$ cat config.mk
export PLATFORM = sky130hd
export DESIGN_NAME = led_matrix_driver
export DESIGN_NICKNAME = d
export VERILOG_FILES = /design/src/rtl/led_matrix_driver.sv
export SDC_FILE = /design/constraint.sdc
export NUM_CORES = 1
export LEC_CHECK = 0
export BUFFER_PORTS_ARGS = -buffer_cell sky130_fd_sc_hd__buf_2
export CAP_MARGIN = 20
export CORE_UTILIZATION = 50
export CTS_CLUSTER_SIZE = 30
export DETAILED_ROUTE_END_ITERATION = 8
export HOLD_SLACK_MARGIN = 0.03
export PLACE_DENSITY = 0.73
export SYNTH_ARGS = -nofsm -noshare
export SYNTH_HDL_FRONTEND = slang
export SYNTH_SLANG_ARGS = --single-unit
export TNS_END_PERCENT = 20
$ cat constraint.sdc
create_clock -name clk -period 1.86 [get_ports clk]
set_input_delay 0.186 -clock clk [delete_from_list [all_inputs] [get_ports clk]]
set_output_delay 0.186 -clock clk [all_outputs]
set_load 0.01 [all_outputs]
$ cat src/rtl/led_matrix_driver.sv
// Scans a 256-pixel frame snapshot onto a 16x16 single-colour panel (1/8 scan, two data lines).
// Panel outputs are decoded from the scan state; only addr is held in its own register.
module led_matrix_driver #(
    parameter int CLK_DIV = 4,
    parameter int ON_TIME = 64
) (
    input  logic         clk,
    input  logic         reset,
    input  logic [255:0] matrix,
    output logic         sclk,
    output logic         r0,
    output logic         r1,
    output logic         lat,
    output logic         oe_n,
    output logic [2:0]   addr,
    output logic         frame_done
);
    localparam logic [7:0]  DIV_LAST = 8'(CLK_DIV - 1);
    localparam logic [15:0] ON_LAST  = 16'(ON_TIME - 1);

    typedef enum logic [2:0] {
        S_LOAD,
        S_SHIFT,
        S_BLANK,
        S_LATCH,
        S_DISPLAY
    } state_t;

    state_t         r_state, w_state_next;
    logic [255:0]   r_snap;
    logic [2:0]     r_row, w_row_next;
    logic [3:0]     r_bit, w_bit_next;
    logic [7:0]     r_div, w_div_next;
    logic           r_phase, w_phase_next;
    logic [15:0]    r_on, w_on_next;
    logic [2:0]     r_addr, w_addr_next;
    logic           w_snap_load;
    logic           w_shifting;
    logic [15:0]    w_upper [8];
    logic [15:0]    w_lower [8];

    genvar gi;
    generate
        for (gi = 0; gi < 8; gi++) begin : g_rows
            assign w_upper[gi] = r_snap[gi*16 +: 16];
            assign w_lower[gi] = r_snap[(gi+8)*16 +: 16];
        end
    endgenerate

    // Bit k carries column 15-k, so the column index is simply ~bit.
    assign r0   = w_shifting & w_upper[r_row][~r_bit];
    assign r1   = w_shifting & w_lower[r_row][~r_bit];
    assign addr = r_addr;

    always_ff @(posedge clk) begin
        if (reset) begin
            r_state <= S_LOAD;
            r_snap  <= '0;
            r_row   <= '0;
            r_bit   <= '0;
            r_div   <= '0;
            r_phase <= 1'b0;
            r_on    <= '0;
            r_addr  <= '0;
        end else begin
            r_state <= w_state_next;
            r_row   <= w_row_next;
            r_bit   <= w_bit_next;
            r_div   <= w_div_next;
            r_phase <= w_phase_next;
            r_on    <= w_on_next;
            r_addr  <= w_addr_next;
            if (w_snap_load) begin
                r_snap <= matrix;
            end
        end
    end

    always_comb begin
        w_state_next = r_state;
        w_row_next   = r_row;
        w_bit_next   = r_bit;
        w_div_next   = r_div;
        w_phase_next = r_phase;
        w_on_next    = r_on;
        w_addr_next  = r_addr;
        w_snap_load  = 1'b0;
        w_shifting   = 1'b0;
        sclk         = 1'b0;
        lat          = 1'b0;
        oe_n         = 1'b1;
        frame_done   = 1'b0;
        case (r_state)
            S_LOAD: begin
                w_snap_load  = 1'b1;
                w_row_next   = '0;
                w_bit_next   = '0;
                w_div_next   = '0;
                w_phase_next = 1'b0;
                w_state_next = S_SHIFT;
            end
            S_SHIFT: begin
                w_shifting = 1'b1;
                sclk       = r_phase;
                if (r_div == DIV_LAST) begin
                    w_div_next = '0;
                    if (r_phase) begin
                        w_phase_next = 1'b0;
                        if (r_bit == 4'd15) begin
                            w_state_next = S_BLANK;
                        end else begin
                            w_bit_next = r_bit + 4'd1;
                        end
                    end else begin
                        w_phase_next = 1'b1;
                    end
                end else begin
                    w_div_next = r_div + 8'd1;
                end
            end
            S_BLANK: begin
                // addr moves only here, so it is settled before the latch and display.
                w_addr_next  = r_row;
                w_state_next = S_LATCH;
            end
            S_LATCH: begin
                lat          = 1'b1;
                w_on_next    = '0;
                w_state_next = S_DISPLAY;
            end
            S_DISPLAY: begin
                oe_n = 1'b0;
                if (r_on == ON_LAST) begin
                    if (r_row == 3'd7) begin
                        frame_done   = 1'b1;
                        w_state_next = S_LOAD;
                    end else begin
                        w_row_next   = r_row + 3'd1;
                        w_bit_next   = '0;
                        w_div_next   = '0;
                        w_phase_next = 1'b0;
                        w_state_next = S_SHIFT;
                    end
                end else begin
                    w_on_next = r_on + 16'd1;
                end
            end
            default: begin
                w_state_next = S_LOAD;
            end
        endcase
    end
endmodule
==> metrics.txt <==
unique cell type count in the Yosys netlist 65; initial drt markers about 1.6k; first-pass GRT wire length 72,900 µm; Top FF cell, synth dfxtp_1; Yosys reg bits about 300; async set or reset register ratio after synthesis 0; Core Footprint around 25,000 µm²; # DRC 0; Peak VDD IR 702 µV; most common cell after layout, fill and taps aside nand2_1; syn_nets ~1.8k; Post-Synthesis Cells about 1.6k; CP Data Arrival Time 2.66 ns; Die Height about 160 µm; dpl cells between 2k and 2.5k; antenna violations before repair 5; Clk pin slew, worst setup/hold paths approximately 0.070 ns; vias in the first global route around 14k; status complete, but fails checks; reg-to-reg startpoint r_on[15]; Final setup viols 19; Max-cap violations 0; RSZ-0062 raised after global routing true; final instance area 19,300 µm²; Worst Path Max Fanout 6; slowest CP cell dfxtp_4; H-tree depth 1; Worst setup startpoint r_row[0]; CP required 1.67 ns; number of nets with antenna violations after routing 0; Overall Global Routing Usage 0.354; Least-Margin Pin Slew roughly 0.74 ns; Sink Count 294; final worst slack -0.987 ns; Initial Util 0.512; sequential fraction of the synthesis area 0.455; Reg2Reg Depth 8; Via-to-Cell Ratio just under 6; max incr delay on CP between 0.3 and 0.4 ns; largest net degree at the start of global routing 92; post-synthesis area per instance approximately 8.3 µm²; clock root buffer clkbuf_16; P_leak between 7 and 8 nW; Skew-Pair Late Insertion Delay 0.55 ns; Post-Syn Area roughly 13,000 µm²; worst setup path end r1; synth warn 0; Final Hold Viols 0; IO Pins between 200 and 300; drt first pass iters 8; Slew Limit Headroom 0.506; clock buffer depth 3; Finished Layout Cells roughly 2.5k; Max Slew Vio Count 0; Critical Path Most Common Cell a21oi_2; Hold Path Class primary input to register; pwr dens 791 nW/µm²; grt total ovfl 0; reg2reg end r_div[4]; Nets around 2.4k; period utilization 1.53; gpl congestion around 0.9; Worst Setup Path Type register to output port; WL per Instance slightly below 20 µm; die width approximately 160 µm; share of layout cells above drive strength 1 0.261; total CTS buffers 29; P&R area growth vs syn 49.5%; TritonCTS clock tree yes; CP Capture Type output port; type of origin of the critical path register; crit-path cells buf_12, buf_16, buf_8, and2_1, a22oi_1, a21oi_2, a21oi_2, o211ai_1, nor4_2, buf_2; Cell Rows 58; clk_skew 0.0184 ns; final wirelength about 49,000 µm; placed inst area 15,200 µm²; worst hold margin 0.134 ns; Final TNS setup -5.38 ns; # port buffers 266; routed vias ~14k; Fmax approximately 0.35 GHz; violated checks negative setup slack; DIE AREA approximately 26,000 µm²; Reg2Reg Setup Slack -0.29 ns; most frequent cells in the layout nand2_1 (537), dfxtp_1 (288), a21oi_1 (269); Final Critical Period 2.85 ns; DP HPWL 27,700 µm; Post-synth EDFFs 0
[stage by stage]
step	total power [mW]	worst slack [ns]	utilization
finish	15.3	-0.987	0.765
global route	15.7	-1.06	0.765
CTS	15.1	-0.939	0.756
detailed placement	8.25	-0.450	0.601
global placement	8.21	-0.430	0.601
floorplan	7.60	-0.110	-
[cell usage after synthesis (3+ instances only)]
| master | instances | area [µm²] |
|---|---|---|
| mux2_2 | 6 | 67.6 |
| and2_1 | 3 | 18.8 |
| nor2b_1 | 7 | 43.8 |
| nand2_1 | 539 | 2020 |
| o2111ai_1 | 3 | 26.3 |
| nand3b_1 | 3 | 22.5 |
| or3_1 | 7 | 43.8 |
| nor4_4 | 4 | 85.1 |
| a21oi_1 | 272 | 1360 |
| nand3_1 | 15 | 75.1 |
| a211oi_1 | 3 | 22.5 |
| nor3_1 | 12 | 60.1 |
| nor4_1 | 3 | 18.8 |
| o22ai_1 | 7 | 43.8 |
| o21ai_0 | 12 | 60.1 |
| nand4_1 | 7 | 43.8 |
| xnor2_1 | 7 | 61.3 |
| mux2i_1 | 49 | 490 |
| nand2b_1 | 6 | 37.5 |
| clkbuf_1 | 95 | 357 |
| and3_1 | 6 | 37.5 |
| xor2_1 | 11 | 96.3 |
| dfxtp_1 | 294 | 5890 |
| buf_2 | 11 | 55.1 |
| ha_1 | 5 | 62.6 |
| buf_6 | 5 | 56.3 |
| nor2_1 | 42 | 158 |
| mux4_2 | 44 | 991 |
| buf_1 | 6 | 22.5 |
| inv_1 | 4 | 15.0 |
| buf_4 | 6 | 45.0 |
| a22oi_1 | 16 | 120 |
[worst max-delay path: cells and delay by family (launching register included)]
kind / cells / cell delay (ns)
buf+inv: 4 / 0.59
simple gates: 2 / 0.57
compound gates: 4 / 0.56
flops: 1 / 0.39
[per-layer routing]
layer	global-route usage	vias up	share of wire
met5	0	-	0.00049
met2	0.587	971	0.48
met3	0.0565	261	0.087
met4	0.195	2	0.062
met1	0.440	6709	0.37
li1	-	6388	-
[timing repair]
action | 4_1_cts | 5_1_grt
setup buffers | 5 | 6
hold buffers | 256 | 0
pin swaps | 27 | 23
cloned | 1 | 0
setup endpoints to repair | 26 | 38
resized for setup | 48 | 42
hold endpoints to repair | 256 | 0
[power by group]
part	leakage (nW)	switching, mW	internal (mW)
sequential	2.42	0.218	6.61
clock	0.527	2.54	4.02
combinational	4.89	0.927	0.966
[worst min path at each step]
stage,start,cells after the start,end,slack [ns]
3_5_place_dp,matrix[39],3,r_snap[39],0.43
6_report,reset,2,r_row[1],0.13
3_3_place_gp,matrix[236],3,r_snap[236],0.43
2_1_floorplan,matrix[0],2,r_snap[0],0.32
5_1_grt,reset,2,r_row[1],0.14
4_1_cts,reset,2,r_row[1],0.11
[kinds of logic (layout without fill, tap and decap cells)]
| kind of cell | after synthesis | after routing | synth area share |
|---|---|---|---|
| compound gates | 337 | 337 | 0.145 |
| xor+xnor | 18 | 18 | 0.0122 |
| fa+ha+maj | 5 | 5 | 0.00484 |
| buf+inv | 128 | 699 | 0.0429 |
| flops | 294 | 294 | 0.455 |
| mux | 99 | 99 | 0.120 |
| other cells | 0 | 5 | 0 |
| simple gates | 670 | 670 | 0.219 |
[sequential cells by signal (all words and copies together), names as in the netlist]
signal / cells
r_div: 8
r_row: 3
r_bit: 4
r_phase: 1
r_snap: 256
r_state: 3
r_on: 16
addr: 3
[area by class of cell]
| type | instances | area (µm²) |
|---|---|---|
| multi-input cells | 1129 | 6770 |
| diodes | 5 | 12.5 |
| inverters | 5 | 18.8 |
| fillers | 1519 | 5940 |
| clock inverters | 11 | 209 |
| flip-flops and latches | 294 | 5900 |
| well taps | 330 | 413 |
| repair buffers | 640 | 5130 |
| clock buffers | 43 | 858 |
Note: power is estimated with default switching activity, not from simulation.
